## config.mk

```make
export PLATFORM = sky130hd
export DESIGN_NAME = conv_kernel_seq_ctrl
export DESIGN_NICKNAME = d
export VERILOG_FILES = /design/src/rtl/conv_kernel_seq_ctrl.sv
export SDC_FILE = /design/constraint.sdc
export NUM_CORES = 1
export LEC_CHECK = 0
export BUFFER_PORTS_ARGS = -buffer_cell sky130_fd_sc_hd__buf_2
export CORE_MARGIN = 1.5
export CORE_UTILIZATION = 44
export DETAILED_ROUTE_END_ITERATION = 10
export PLACE_DENSITY_LB_ADDON = 0.25
export SLEW_MARGIN = 20
export SYNTH_ARGS = -nofsm -noshare
export SYNTH_HDL_FRONTEND = slang
export SYNTH_SLANG_ARGS = --single-unit
```

## constraint.sdc

```tcl
create_clock -name clk -period 4.9 [get_ports clk]
set_input_delay 0.245 -clock clk [delete_from_list [all_inputs] [get_ports clk]]
set_output_delay 0.245 -clock clk [all_outputs]
set_load 0.01 [all_outputs]
```

## src/rtl/conv_kernel_seq_ctrl.sv

```systemverilog
// Sequencer and accumulator for the 2-output-channel 3x3 int8 conv kernel.
// Issues window/weight beats into a fixed-latency kernel, tracks each beat
// with a {valid, first, last} tag through a KERNEL_LAT delay line, sums the
// kernel outputs over num_ich input channels and presents one accumulated
// pixel pair per group on a backpressured output port.
//
// Handshakes: a transfer happens on a rising clk edge where valid and ready
// are both 1. A producer holds valid and its payload stable until the
// transfer. in_ready may depend combinationally on out_valid/out_ready;
// out_valid never depends on out_ready within the same cycle.
module conv_kernel_seq_ctrl #(
  parameter int KERNEL_LAT = 5,
  parameter int ACC_W      = 24,
  parameter int ICH_W      = 10,
  parameter int PIX_W      = 16
) (
  input  logic                    clk,
  input  logic                    rst_n,
  input  logic                    cfg_start,
  input  logic [ICH_W-1:0]        cfg_num_ich,
  input  logic [PIX_W-1:0]        cfg_num_pix,
  input  logic                    in_valid,
  output logic                    in_ready,
  input  logic signed [17:0]      kern_ofm_ch1,
  input  logic signed [17:0]      kern_ofm_ch2,
  output logic                    out_valid,
  input  logic                    out_ready,
  output logic signed [ACC_W-1:0] out_acc_ch1,
  output logic signed [ACC_W-1:0] out_acc_ch2,
  output logic                    busy,
  output logic                    done,
  output logic [1:0]              dbg_state
);

  typedef enum logic [1:0] {
    S_IDLE  = 2'd0,
    S_RUN   = 2'd1,
    S_DRAIN = 2'd2,
    S_DONE  = 2'd3
  } state_t;

  localparam logic [ICH_W-1:0] ICH_ONE = ICH_W'(1);
  localparam logic [PIX_W-1:0] PIX_ONE = PIX_W'(1);

  state_t                  state;
  logic [ICH_W-1:0]        num_ich;
  logic [ICH_W-1:0]        ich_cnt;
  logic [PIX_W-1:0]        num_pix;
  logic [PIX_W-1:0]        pix_cnt;

  // Delay-line tags; bit 0 is the newest stage, bit KERNEL_LAT-1 lines up
  // with the kernel output currently on kern_ofm_ch1/ch2.
  logic [KERNEL_LAT-1:0]   tag_v;
  logic [KERNEL_LAT-1:0]   tag_f;
  logic [KERNEL_LAT-1:0]   tag_l;

  logic signed [ACC_W-1:0] acc1;
  logic signed [ACC_W-1:0] acc2;

  logic                    beat_last;
  logic                    last_in_flight;
  logic                    out_drain;
  logic                    issue;
  logic                    line_busy;
  logic                    smp_v;
  logic                    smp_f;
  logic                    smp_l;
  logic signed [ACC_W-1:0] ext1;
  logic signed [ACC_W-1:0] ext2;
  logic signed [ACC_W-1:0] sum1;
  logic signed [ACC_W-1:0] sum2;

  assign dbg_state = state;

  // Issue gating and next accumulator value. Only a group-closing beat can
  // be held back: at most one finished group may be outstanding, either
  // still in the kernel or parked in the output register.
  always_comb begin
    beat_last      = (ich_cnt == num_ich - ICH_ONE);
    last_in_flight = |(tag_v & tag_l);
    out_drain      = out_valid & out_ready;
    in_ready       = (state == S_RUN) &&
                     (!beat_last || (!last_in_flight && (!out_valid || out_drain)));
    issue          = in_valid & in_ready;
    line_busy      = |tag_v;
    smp_v          = tag_v[KERNEL_LAT-1];
    smp_f          = tag_f[KERNEL_LAT-1];
    smp_l          = tag_l[KERNEL_LAT-1];
    ext1           = {{(ACC_W-18){kern_ofm_ch1[17]}}, kern_ofm_ch1};
    ext2           = {{(ACC_W-18){kern_ofm_ch2[17]}}, kern_ofm_ch2};
    sum1           = smp_f ? ext1 : acc1 + ext1;
    sum2           = smp_f ? ext2 : acc2 + ext2;
  end

  // Job FSM: configuration latch, channel/pixel counters, busy/done.
  always_ff @(posedge clk or negedge rst_n) begin
    if (!rst_n) begin
      state   <= S_IDLE;
      num_ich <= '0;
      num_pix <= '0;
      ich_cnt <= '0;
      pix_cnt <= '0;
      busy    <= 1'b0;
      done    <= 1'b0;
    end else begin
      done <= 1'b0;
      case (state)
        S_IDLE: begin
          if (cfg_start) begin
            num_ich <= (cfg_num_ich == '0) ? ICH_ONE : cfg_num_ich;
            num_pix <= cfg_num_pix;
            ich_cnt <= '0;
            pix_cnt <= '0;
            busy    <= 1'b1;
            state   <= (cfg_num_pix == '0) ? S_DONE : S_RUN;
          end
        end
        S_RUN: begin
          if (issue) begin
            if (beat_last) begin
              ich_cnt <= '0;
              pix_cnt <= pix_cnt + PIX_ONE;
              if (pix_cnt == num_pix - PIX_ONE) begin
                state <= S_DRAIN;
              end
            end else begin
              ich_cnt <= ich_cnt + ICH_ONE;
            end
          end
        end
        S_DRAIN: begin
          if (!line_busy && !out_valid) begin
            state <= S_DONE;
          end
        end
        S_DONE: begin
          done  <= 1'b1;
          busy  <= 1'b0;
          state <= S_IDLE;
        end
        default: state <= S_IDLE;
      endcase
    end
  end

  // Tag delay line, per-group accumulation and the held output register.
  always_ff @(posedge clk or negedge rst_n) begin
    if (!rst_n) begin
      tag_v       <= '0;
      tag_f       <= '0;
      tag_l       <= '0;
      acc1        <= '0;
      acc2        <= '0;
      out_acc_ch1 <= '0;
      out_acc_ch2 <= '0;
      out_valid   <= 1'b0;
    end else begin
      tag_v <= {tag_v[KERNEL_LAT-2:0], issue};
      tag_f <= {tag_f[KERNEL_LAT-2:0], issue && (ich_cnt == '0)};
      tag_l <= {tag_l[KERNEL_LAT-2:0], issue && beat_last};
      if (smp_v) begin
        acc1 <= sum1;
        acc2 <= sum2;
      end
      // The gating above guarantees the register is empty or emptying
      // whenever a closing sample arrives, so capture never overwrites.
      if (smp_v && smp_l) begin
        out_acc_ch1 <= sum1;
        out_acc_ch2 <= sum2;
        out_valid   <= 1'b1;
      end else if (out_drain) begin
        out_valid <= 1'b0;
      end
    end
  end

endmodule

```

* Yosys cells after proc, flatten, opt, wreduce, memory -nomap -nowiden
Index checks and enable logic that the tools add are counted.
** Word-level totals
- Register bits :: 168
- Bits in latches :: 0
- RAM bits :: 0
- Bits in read-only memories :: 0
- Input bits :: 67
- Output and inout bits :: 54
- Word-level logic and storage cells :: 83
- Memories kept :: 0
** Cells by class
- $add $sub $neg :: 6
- Multipliers :: 0
- Div/mod/pow operators :: 0
- $lt $le $gt $ge :: 0
- Eq/ne operators :: 10
- Shifts and indexed selects :: 0
- Multiplexer cells :: 23
- Bitwise gates (word level) :: 3
- Reduce and logical (&&, ||, !) cells :: 26
** Operator list (count)
- $add A24 B18 Y24 :: 2
- $mux W16 :: 3
- $mux W24 :: 2
- $mux W10 :: 4
- $pmux W16 S2 :: 1
- $logic_not A10 Y1 :: 2
- $pmux W10 S2 :: 1
- $add A16 B1 Y16 const B :: 1
- $eq A16 B16 Y1 :: 1
- $logic_not A16 Y1 :: 1
- $sub A16 B1 Y16 const B :: 1
- $mux W2 :: 6
- $add A10 B1 Y10 const B :: 1
- $eq A10 B10 Y1 :: 1
- $reduce_or A5 Y1 :: 2
- $sub A10 B1 Y10 const B :: 1
- $ne A2 B2 Y1 const B :: 4
- $pmux W2 S4 :: 1
- $logic_and A1 B1 Y1 :: 6
- $reduce_bool A2 Y1 :: 3
- $and A5 B5 Y5 :: 1
- $reduce_and A5 Y1 :: 1
- $eq A2 B2 Y1 const B :: 2
- $logic_not A1 Y1 :: 4
- other kinds (10) :: 16

* Logic depth before layout (Yosys ltp)
- Depth in word-level cells :: 9
- Depth in mapped cells :: 13
- Mapped depth without buffers :: 12

* Worst setup path before layout
OpenSTA, ideal clock, no wires.
- Kind :: register to register
- Start :: register acc1[1]
- End :: register acc1[23]
- Setup time :: 0.123 ns
- Arrival :: 2.572 ns
- Required time :: 4.777 ns
- Setup slack :: 2.205 ns
- Cell stages (with the launch flop) :: 11
- Buffers on the path :: 0
- Period minus slack after synthesis :: 2.695 ns
- Cell sequence :: dfrtp_1 > ha_1 > a211oi_1 > o21ai_0 > a31oi_1 > o21a_1 > o31ai_1 > o41ai_4 > mux2i_1 > a21oi_1 > o221a_2
** Between the ends
- Longest elaborated chain between the ends :: 2
** RTL lines
- start, declared :: RTL line 57 : logic signed [ACC_W-1:0] acc1;
- start signal, assigned :: RTL line 162 : acc1 <= sum1;
- $add A24 B18 Y24 :: RTL line 91 : sum1 = smp_f ? ext1 : acc1 + ext1;
- $mux W24 :: RTL line 91
Every way passes these cells.
A chain may end at the register's enable or synchronous reset.

* Final worst setup path
- Start :: register tag_v[4]
- End :: register pix_cnt[11]
** Between the ends
- Longest elaborated chain between the ends :: 9
** RTL lines
- start, declared :: RTL line 53 : logic [KERNEL_LAT-1:0] tag_v;
- start signal, assigned :: RTL line 158 : tag_v <= {tag_v[KERNEL_LAT-2:0], issue};
- $and A5 B5 Y5 :: RTL line 80 : last_in_flight = |(tag_v & tag_l);
- $reduce_or A5 Y1 :: RTL line 80
- $logic_not A1 Y1 :: RTL line 83 : (!beat_last || (!last_in_flight && (!out_valid || out_drain)));
- $logic_and A1 B1 Y1 :: RTL line 83
- $logic_or A1 B1 Y1 :: RTL line 83
- $logic_and A1 B1 Y1 :: RTL line 82 : in_ready = (state == S_RUN) &&
- $and A1 B1 Y1 :: RTL line 84 : issue = in_valid & in_ready;
- $ne A2 B2 Y1 (no source line)
- $reduce_and A4 Y1 (no source line)
- end signal, assigned :: RTL line 122 : pix_cnt <= pix_cnt + PIX_ONE;
- end, declared :: RTL line 49 : logic [PIX_W-1:0] pix_cnt;
Every way passes these cells.

==> flow_metrics.tcl <==
set metrics [dict create \
    setup_tns_ps 0 \
    nFillCells 2116 \
    drv_cap 0 \
    critPathCaptureType "flop" \
    dpl.cell_count 1463 \
    ir_drop_uv 284 \
    netlist_area_um2 10000 \
    finalHoldViolations 0 \
    fin_crit_sh_pct 71.4 \
    fin_crit_ps 3500 \
    ctsResizeCount 0 \
    ys_seq_area_share_pct 42.0 \
    synth-seq-cells 168 \
    drive_gt1_share_pct 16.8 \
    r2r_cells 9 \
    setup_viol 0 \
    postCtsHoldBufs 1 \
    synth_edf_count 0 \
    area.sequential_um2 4210 \
    die_h_um 154 \
    ys_warn_count 0 \
    cp-endpoint "pix_cnt[11]$_DFFE_PN0P_" \
    pin_count 121 \
    wl_per_cell_um 14.9 \
    gp_congestion 0.830 \
    grt_pass1_vias 7924 \
    synth_top_area_share_pct 42.0 \
    reg2reg_to "pix_cnt[11]$_DFFE_PN0P_" \
    cts_root_buffer "clkbuf_16" \
    p_per_area_nw_per_um2 584 \
    vias 8139 \
    areaGrowthSynthToFinish_pct 14.7 \
    path_class "flop to flop" \
    outcome "finished clean" \
    multi_input_area_um2 5520 \
    syn_inst 1095 \
    port_buffers 120 \
    drt_iter0_drc 427 \
    finalNetCount 1322 \
    startpoint_type "flop" \
    crit_start "tag_v[4]$_DFF_PN0_" \
    synthFlopType "dfrtp_1" \
    n_antenna_cell 0 \
    grt_max_degree 104 \
    routed_wl_um 22200 \
    async_flop_share_pct 100 \
    relSlewSlack_pct 31.8 \
    cp.arrival_ps 3770 \
    gr-total-overflow 0 \
    layout_commonest_cell "dfrtp_1" \
    leakagePower_nw 5.17 \
    min_path_type "primary input to flop" \
    die_area_um2 23700 \
    crit_path_max_fanout 103 \
    rows 55 \
    finalClockSkew_ps 14.7 \
    rsz0062_at_grt "no" \
    ys_types 73 \
    r2r_start "tag_v[4]$_DFF_PN0_" \
    drt.antenna.violating_nets 0 \
    clk_latency_ps 430 \
    start_util_pct 44.5 \
    firstDrtPassIters 5 \
    viasPerCell 5.44 \
    final_cell_count_no_fill 1495 \
    ctsHtreeMaxLevel 4 \
    cts.sink_count 168 \
    clk_path_buf_depth 2 \
    cts_tree "built" \
    yosys.area.top_type "dfrtp_1" \
    drv_slew 0 \
    synth_area_leaders "dfrtp_1 (42%), ha_1 (6.9%), a21oi_1 (5.3%)" \
    rrSetupSlack_ps 1400 \
    tightestPinTransition_ps 1020 \
    antenna_found_initial 1 \
    synth_area_per_cell_um2 9.15 \
    post-cts-setup-buffers 0 \
    drc 0 \
    fmax_ghz 0.286 \
    syn-num-nets 1219 \
    most-common-layout-cells "dfrtp_1 (166), nor2_1 (119), buf_2 (119)" \
    core_um2 22500 \
    clk_pin_slew_worst_paths_ps 60 \
    hpwl_um 16000 \
    cts_made_buffers 17 \
    track_usage_pct 19.5 \
    cp_data_required_time_ps 5170 \
    die_width_um 154 \
    grt_pass1_wl_um 37800 \
]
-- worst max-delay path: stages (launching register included) --
cell,delay [ps]
dfrtp_4,820
and2_1,500
a21oi_1,270
and4_1,250
o22a_1,140
and4_1,470
nand2_2,280
nor4_1,390
xnor2_1,160
nor2_1,50
-- power breakdown --
part,switching [mW],leakage (nW),internal [mW]
logic,1.68,2.99,1.38
registers,0.433,1.88,1.77
clock network,0.573,0.298,0.870
-- layer usage --
metal / share of wire (%) / global-route usage (%) / vias to the layer above / wire, um
met2: 46 / 31.2 / 155 / 10200
met1: 48 / 26.6 / 3839 / 10700
met5: 0.058 / 0 / - / 13
met3: 4.0 / 3.30 / 32 / 879
met4: 1.7 / 6.80 / 2 / 388
li1: - / - / 4111 / -
-- state kept, by name, indices dropped and copies added, names as in the netlist --
signal / count
ich_cnt: 10
dbg_state: 2
out_acc_ch2: 24
done: 1
acc1: 24
out_acc_ch1: 24
out_valid: 1
num_ich: 10
num_pix: 16
tag_v: 5
tag_l: 5
pix_cnt: 16
busy: 1
acc2: 24
tag_f: 5
-- how the worst min path moves through the flow --
stage	from	to	slack, ps	cells after the start
after CTS	cfg_num_pix[3]	num_pix[3]$_DFFE_PN0P_	50	2
after floorplan	rst_n	acc1[0]$_DFFE_PN0P_	-50	0
after detailed placement	tag_f[3]$_DFF_PN0_	tag_f[4]$_DFF_PN0_	340	0
after global routing	cfg_num_pix[3]	num_pix[3]$_DFFE_PN0P_	60	2
after global placement	tag_f[3]$_DFF_PN0_	tag_f[4]$_DFF_PN0_	330	0
final	cfg_num_pix[3]	num_pix[3]$_DFFE_PN0P_	70	2
-- kinds of logic (layout without fill, tap and decap cells) --
group                      Yosys count  count (layout)  share of synthesized area (%)
DFF                                168             168                           42.0
xor gates and xnor gates            85              85                           7.43
AOI/OAI and AO/OA                  301             301                           18.4
muxes                               46              46                           4.97
buffers and inverters               76             191                           2.95
adders and majority gates           57              57                           7.27
and+or+nand+nor                    362             362                           17.0
-- metrics by stage --
step / area [um2] / hold slack [ps] / setup slack, ps / power [mW] / utilization, %
finish: 11500 / 69.2 / 1400 / 6.71 / 51.1
global route: 11500 / 62.5 / 980 / 7.29 / 51.1
CTS: 11500 / 49.3 / 1380 / 6.77 / 51.1
detailed placement: 10900 / 335 / 1390 / 5.29 / 48.3
global placement: 10900 / 333 / 1460 / 5.22 / 48.3
floorplan: 10000 / -50.6 / 2210 / 4.59 / -
-- cells in the mapped netlist, types with 11 or more instances --
cell type    n
nor3_1      25
a21boi_0    12
and3_1      11
clkbuf_1    33
mux2i_1     16
ha_1        55
o21ai_0     87
mux2_2      30
nor4_1      18
dfrtp_1    168
xor2_1      29
nand2_1    102
xnor2_1     56
a21oi_1    107
nand3_1     26
a21o_1      17
a31oi_1     12
nor2_1     119
or3_1       11
inv_1       34
-- final cells by class --
type                            instances  area share (%)
Clock buffer                           21            3.92
Clock inverter                         10            1.46
Inverter                               34            1.11
Multi-Input combinational cell        851            48.1
Sequential cell                       168            36.6
Tap cell                              285            3.10
Timing Repair Buffer                  126            5.70
No activity file was read; power rests on OpenSTA's default activity.
